[src/rtl/lcd_pkg.sv]
// Shared types and constants for the HD44780-style LCD bus timer.
// Default timings assume a 50 MHz clock.
package lcd_pkg;

  typedef enum logic [2:0] {
    LCD_PWRUP = 3'd0,
    LCD_IDLE  = 3'd1,
    LCD_SETUP = 3'd2,
    LCD_PULSE = 3'd3,
    LCD_HOLD  = 3'd4,
    LCD_EXEC  = 3'd5
  } lcd_bus_state_t;

  localparam logic [7:0] LCD_CMD_CLEAR = 8'h01;
  localparam logic [7:0] LCD_CMD_HOME  = 8'h02;

  localparam int unsigned LCD_T_PWRUP_DEF     = 750000;
  localparam int unsigned LCD_T_SETUP_DEF     = 2;
  localparam int unsigned LCD_T_PULSE_DEF     = 12;
  localparam int unsigned LCD_T_HOLD_DEF      = 2;
  localparam int unsigned LCD_T_EXEC_DEF      = 2000;
  localparam int unsigned LCD_T_EXEC_LONG_DEF = 82000;

  function automatic int unsigned max_u(input int unsigned a, input int unsigned b);
    return (a > b) ? a : b;
  endfunction

  // Clear (0x01) and home (0x02/0x03) share an all-zero upper field; an
  // instruction byte of 0x00 is also given the long wait as the safe choice.
  function automatic logic is_long_exec(input logic rs, input logic [7:0] data);
    return !rs && (data[7:2] == LCD_CMD_CLEAR[7:2]) && (data[7:2] == LCD_CMD_HOME[7:2]);
  endfunction

endpackage

[src/rtl/lcd_bus_timer_if.sv]
// Byte-write request channel from the LCD sequencer into the bus timer.
// valid/ready: a byte transfers on a rising clk edge where req_valid && req_ready; req_rs/req_data matter only then.
interface lcd_bus_timer_if;
  logic       req_valid;
  logic       req_ready;
  logic       req_rs;
  logic [7:0] req_data;

  modport master (output req_valid, output req_rs, output req_data, input  req_ready);
  modport slave  (input  req_valid, input  req_rs, input  req_data, output req_ready);
endinterface

[src/rtl/lcd_bus_timer.sv]
// Drives HD44780 parallel pins for one byte write at a time, enforcing power-up,
// E setup/pulse/hold and command execution waits with one shared down-counter.
module lcd_bus_timer
  import lcd_pkg::*;
#(
  parameter int unsigned T_PWRUP     = LCD_T_PWRUP_DEF,
  parameter int unsigned T_SETUP     = LCD_T_SETUP_DEF,
  parameter int unsigned T_PULSE     = LCD_T_PULSE_DEF,
  parameter int unsigned T_HOLD      = LCD_T_HOLD_DEF,
  parameter int unsigned T_EXEC      = LCD_T_EXEC_DEF,
  parameter int unsigned T_EXEC_LONG = LCD_T_EXEC_LONG_DEF
) (
  input  logic           clk,
  input  logic           rst,
  lcd_bus_timer_if.slave req,
  output logic [7:0]     lcd_data,
  output logic           lcd_rs,
  output logic           lcd_rw,
  output logic           lcd_e,
  output logic           busy,
  output lcd_bus_state_t state_dbg
);

  localparam int unsigned T_MAX = max_u(max_u(max_u(T_PWRUP, T_SETUP), max_u(T_PULSE, T_HOLD)),
                                        max_u(T_EXEC, T_EXEC_LONG));
  localparam int CNT_W = $clog2(T_MAX + 1);

  // Reload values: a state lasting T cycles starts at T-1 and leaves on 0.
  localparam logic [CNT_W-1:0] C_PWRUP     = CNT_W'(T_PWRUP - 1);
  localparam logic [CNT_W-1:0] C_SETUP     = CNT_W'(T_SETUP - 1);
  localparam logic [CNT_W-1:0] C_PULSE     = CNT_W'(T_PULSE - 1);
  localparam logic [CNT_W-1:0] C_HOLD      = CNT_W'(T_HOLD - 1);
  localparam logic [CNT_W-1:0] C_EXEC      = CNT_W'(T_EXEC - 1);
  localparam logic [CNT_W-1:0] C_EXEC_LONG = CNT_W'(T_EXEC_LONG - 1);

  lcd_bus_state_t   state;
  logic [CNT_W-1:0] cnt;
  logic             cnt_zero;
  logic             ready_q;
  logic             busy_q;

  assign cnt_zero = (cnt == '0);

  always_ff @(posedge clk) begin
    if (!rst) begin
      state    <= LCD_PWRUP;
      cnt      <= C_PWRUP;
      lcd_e    <= 1'b0;
      lcd_rs   <= 1'b0;
      lcd_data <= 8'h00;
      ready_q  <= 1'b0;
      busy_q   <= 1'b1;
    end else begin
      case (state)
        LCD_PWRUP: begin
          if (cnt_zero) begin
            state   <= LCD_IDLE;
            ready_q <= 1'b1;
            busy_q  <= 1'b0;
          end else begin
            cnt <= cnt - CNT_W'(1);
          end
        end
        LCD_IDLE: begin
          if (req.req_valid) begin
            state    <= LCD_SETUP;
            cnt      <= C_SETUP;
            lcd_rs   <= req.req_rs;
            lcd_data <= req.req_data;
            ready_q  <= 1'b0;
            busy_q   <= 1'b1;
          end
        end
        LCD_SETUP: begin
          if (cnt_zero) begin
            state <= LCD_PULSE;
            cnt   <= C_PULSE;
            lcd_e <= 1'b1;
          end else begin
            cnt <= cnt - CNT_W'(1);
          end
        end
        LCD_PULSE: begin
          if (cnt_zero) begin
            state <= LCD_HOLD;
            cnt   <= C_HOLD;
            lcd_e <= 1'b0;
          end else begin
            cnt <= cnt - CNT_W'(1);
          end
        end
        LCD_HOLD: begin
          if (cnt_zero) begin
            state <= LCD_EXEC;
            cnt   <= is_long_exec(lcd_rs, lcd_data) ? C_EXEC_LONG : C_EXEC;
          end else begin
            cnt <= cnt - CNT_W'(1);
          end
        end
        LCD_EXEC: begin
          // Counter is left at zero and simply held while idle.
          if (cnt_zero) begin
            state   <= LCD_IDLE;
            ready_q <= 1'b1;
            busy_q  <= 1'b0;
          end else begin
            cnt <= cnt - CNT_W'(1);
          end
        end
        default: begin
          state   <= LCD_PWRUP;
          cnt     <= C_PWRUP;
          lcd_e   <= 1'b0;
          ready_q <= 1'b0;
          busy_q  <= 1'b1;
        end
      endcase
    end
  end

  assign req.req_ready = ready_q;
  assign busy          = busy_q;
  assign lcd_rw        = 1'b0;
  assign state_dbg     = state;

endmodule
[src/flat_wrapper.sv]
// flat-port wrapper written by rule: the top's interface ports become plain ports
module lcd_bus_timer_flat import lcd_pkg::*;
#(
  parameter int unsigned T_PWRUP     = LCD_T_PWRUP_DEF,
  parameter int unsigned T_SETUP     = LCD_T_SETUP_DEF,
  parameter int unsigned T_PULSE     = LCD_T_PULSE_DEF,
  parameter int unsigned T_HOLD      = LCD_T_HOLD_DEF,
  parameter int unsigned T_EXEC      = LCD_T_EXEC_DEF,
  parameter int unsigned T_EXEC_LONG = LCD_T_EXEC_LONG_DEF
)
  (clk, rst, lcd_data, lcd_rs, lcd_rw, lcd_e, busy, state_dbg, req_req_valid, req_req_rs, req_req_data, req_req_ready);
  lcd_bus_timer_if req_i ();
  input  logic clk;
  input  logic rst;
  output logic [7:0] lcd_data;
  output logic lcd_rs;
  output logic lcd_rw;
  output logic lcd_e;
  output logic busy;
  output lcd_bus_state_t state_dbg;
  input wire logic [$bits(req_i.req_valid)-1:0] req_req_valid;
  input wire logic [$bits(req_i.req_rs)-1:0] req_req_rs;
  input wire logic [$bits(req_i.req_data)-1:0] req_req_data;
  output wire logic [$bits(req_i.req_ready)-1:0] req_req_ready;
  assign req_i.req_valid = req_req_valid;
  assign req_i.req_rs = req_req_rs;
  assign req_i.req_data = req_req_data;
  assign req_req_ready = req_i.req_ready;
  lcd_bus_timer #(.T_PWRUP(T_PWRUP), .T_SETUP(T_SETUP), .T_PULSE(T_PULSE), .T_HOLD(T_HOLD), .T_EXEC(T_EXEC), .T_EXEC_LONG(T_EXEC_LONG)) u_core (.clk(clk), .rst(rst), .req(req_i), .lcd_data(lcd_data), .lcd_rs(lcd_rs), .lcd_rw(lcd_rw), .lcd_e(lcd_e), .busy(busy), .state_dbg(state_dbg));
endmodule
[config.mk]
export PLATFORM = sky130hd
export DESIGN_NAME = lcd_bus_timer_flat
export DESIGN_NICKNAME = d
export VERILOG_FILES = /design/src/rtl/lcd_pkg.sv /design/src/rtl/lcd_bus_timer_if.sv /design/src/rtl/lcd_bus_timer.sv /design/src/flat_wrapper.sv
export SDC_FILE = /design/constraint.sdc
export NUM_CORES = 1
export LEC_CHECK = 0
export ABC_AREA = 1
export CAP_MARGIN = 20
export CORE_MARGIN = 8
export CORE_UTILIZATION = 36
export DETAILED_ROUTE_END_ITERATION = 10
export SLEW_MARGIN = 20
export SYNTH_ARGS = -nofsm -noshare
export SYNTH_HDL_FRONTEND = slang
export SYNTH_SLANG_ARGS = --single-unit
export TNS_END_PERCENT = 20
[constraint.sdc]
create_clock -name clk -period 1.63 [get_ports clk]
set_input_delay 0.489 -clock clk [delete_from_list [all_inputs] [get_ports clk]]
set_output_delay 0.489 -clock clk [all_outputs]
set_load 0.03 [all_outputs]
==> qor.csv, run 1 <==
stage;metric;value;unit
run_status;outcome;complete, but fails checks;
run_status;violations;negative setup slack;
pwr;pwr_density_cell;1709;nW/um^2
route;avgViaCountPerCell;4.741;
synthesis;synth_area;2147;um^2
final_layout;post-route-util;0.5282;
setup_path;worstSetupPathType;flop to flop;
sta;slew_headroom;0.6082;
clocking;cts_buffers;5;
setup_path;worstPathMaxFanout;7;
synthesis;ys.flop_type;dfxtp_1;
sta;finalSetupViolCount;6;
global_route;antenna_found_initial;0;
sta;setup_ws;-55.64;ps
die;dieArea;8691;um^2
synthesis;synth_most_common_cell;nand2_1;
setup_path;timing.rr.start;u_core.cnt[1];
placement;place_congestion;0.8614;
setup_path;critical_path.startpoint_type;flop;
global_route;grt_pass1_wl;9.922;mm
pwr;p_leak;0.001488;uW
synthesis;synth_edf_count;0;
global_route;grt_pass1_vias;2189;
die;core-area;5851;um^2
min_path;whs_endpoint;u_core.lcd_data[5];
synthesis;netlist_top_cells_area;dfxtp_1, nand2_1, nor2_1;
sta;skew;2.630;ps
global_route;grt_overflow;0;
final_layout;fillers;576;
clocking;clk-insertion-delay-late;290;ps
route;routed_wl;6.090;mm
final_layout;final_design_area_no_fill;3090;um^2
sta;finalCriticalPeriod;1686;ps
final_layout;n_antenna_cell;0;
die;ios;28;
placement;io_buffers;26;
sta;drv_slew;0;
pwr;total_power;5283;uW
sta;rsz0062_at_grt;yes;
placement;dpl_cell_area;2766;um^2
synthesis;synth-async-reset-ratio;0;
final_layout;instances_no_fill;486;
setup_path;r2r_slack;-60;ps
setup_path;r2r-end;u_core.cnt[4];
clocking;htreeDepth;2;
setup_path;cp-end-kind;flop;
pwr;peakVddDrop;0.001029;V
synthesis;yosys.cell_types.count;30;
synthesis;synth_fp_nets;353;
job;drv_cap;0;
synthesis;synth_commonest_cells;nand2_1, nor2_1, dfxtp_1;
clocking;clk_path_buf_depth;2;
clocking;root_buffer;clkbuf_8;
final_layout;nets;424;
clocking;clk_pin_slew;70;ps
clocking;cts_tree;built;
setup_path;cp.required;1810;ps
synthesis;yosys.area.top_type_share;0.3263;
route;route.detailed.drc;0;
synthesis;syn_avg_cell_area;6.334;um^2
min_path;whs_path_depth;2;
clocking;cts_hold_buf;0;
setup_path;arrival;1870;ps
global_route;grtUsageTotal;0.1387;
synthesis;netlist_instances;339;
die;initial_utilization;0.3670;
die;fp-row-count;28;
clocking;clock-sinks;35;
die;die_h;93.23;um
setup_path;r2r_cells;10;
min_path;hold_path_class;flop to flop;
die;die_w;93.23;um
sta;hold_violations;0;
global_route;grt_max_degree;20;
min_path;hp-start;u_core.lcd_data[5];
sta;worstMarginPinSlew;587.0;ps
final_layout;area_growth;43.94;%
synthesis;ys.warnings.count;0;
route;post_drt_wl_per_cell;12.53;um
synthesis;synth-seq-cells;35;
sta;fmax;0.5932;GHz
placement;dpl.hpwl;4.535;mm
route;drt_iter0_markers;101;
sta;tns;-172.6;ps
route;vias;2304;
synthesis;yosysTopAreaCell;dfxtp_1;
placement;dp.cells;473;
sta;finalCritPeriodShare;1.034;
final_layout;drive_gt1_frac;0.2749;
route;ant_nets;0;
synthesis;ys_seq_area_frac;0.3263;
route;drt_first_pass_iters;4;
## through the flow
| step | setup WS, ps | hold WS [ps] |
|---|---|---|
| final | -55.64 | 468.1 |
| after global routing | -119.3 | 497.2 |
| after CTS | -41.73 | 470.0 |
| after detailed placement | -157.6 | 460.3 |
| after global placement | -141.3 | 451.4 |
| after floorplan | 8.915 | 442.6 |
## cell type report
cell class              count  area [um^2]  area share
well taps                  75        93.84     0.03036
clock buffers               6        82.58     0.02672
flip-flops and latches     35        705.7      0.2283
inverters                  39        151.4     0.04899
clock inverters             2        35.03     0.01134
multi-input cells         257         1409      0.4559
repair buffers             72        613.1      0.1984
## registers in the layout, indices dropped and copies added, names as in the netlist
| signal | flops |
|---|---|
| u_core.lcd_rs | 1 |
| u_core.req.req_ready | 1 |
| u_core.cnt | 20 |
| u_core.state_dbg | 3 |
| u_core.lcd_e | 1 |
| u_core.lcd_data | 8 |
| u_core.busy | 1 |
## worst max-delay path by stage
stage,depth (start not counted),endpoint,start,slack (ps)
6_report,10,u_core.cnt[4],u_core.cnt[1],-60
5_1_grt,10,u_core.cnt[4],u_core.cnt[0],-120
4_1_cts,10,u_core.cnt[16],u_core.cnt[11],-40
3_5_place_dp,7,u_core.cnt[11],req_req_valid,-160
3_3_place_gp,7,u_core.cnt[11],req_req_valid,-140
2_1_floorplan,7,u_core.state_dbg[0],u_core.state_dbg[2],9
## layout by cell type, fill, tap and decap left out, drive strengths merged, types with 2 or more instances in the layout
cell type and count:
nand2 96, nor2 58, buf 47, inv 39, dfxtp 35, a21oi 29
o21ai 26, nand3 24, dlygate4sd2 14, clkdlybuf4s50 11, xor2 8, clkbuf 6
nor3 3, nand4 2, xnor2 2, ha 2
## metal layers
| layer | track usage | share of wire |
|---|---|---|
| met3 | 0.02724 | 0.047 |
| met5 | 0 | 0 |
| met1 | 0.1675 | 0.45 |
| met4 | 0.04832 | 0.011 |
| met2 | 0.2380 | 0.50 |
## critical path, stage by stage (launching register included)
cell,delay (ps)
dfxtp_2,330
inv_2,80
ha_4,140
nand3_2,70
nor2_2,140
buf_4,140
nand3_4,150
a21oi_2,200
buf_6,140
o21ai_1,60
and3_1,140
## logic make-up after synthesis
kind of cell               after synthesis  share of synthesized area
buffers and inverters                   47                    0.09381
DFF                                     35                     0.3263
xor gates and xnor gates                10                    0.04080
and+or+nand+nor                        186                     0.3869
other                                    1                   0.001747
AOI/OAI and AO/OA                       58                     0.1387
adders and majority gates                2                    0.01165
## repair_timing
action | CTS | global route
endpoints found under the setup margin | 38 | 24
cloned | 0 | 0
hold endpoints to repair | 0 | 0
buffers inserted | 0 | 5
pin swaps | 2 | 14
resized for setup | 21 | 51
## power breakdown
part	switching (uW)	internal, uW	total [uW]
sequential	199	1110	1310
combinational	1900	1240	3150
clock	330	495	825
Note: power is estimated with default switching activity, not from simulation.
==> run 2, diff against run 1 <==
CTS_CLUSTER_SIZE = 10   (was default)
==> results of run 2 <==
The final DEF is identical to that of run 1; final timing and power are the same.
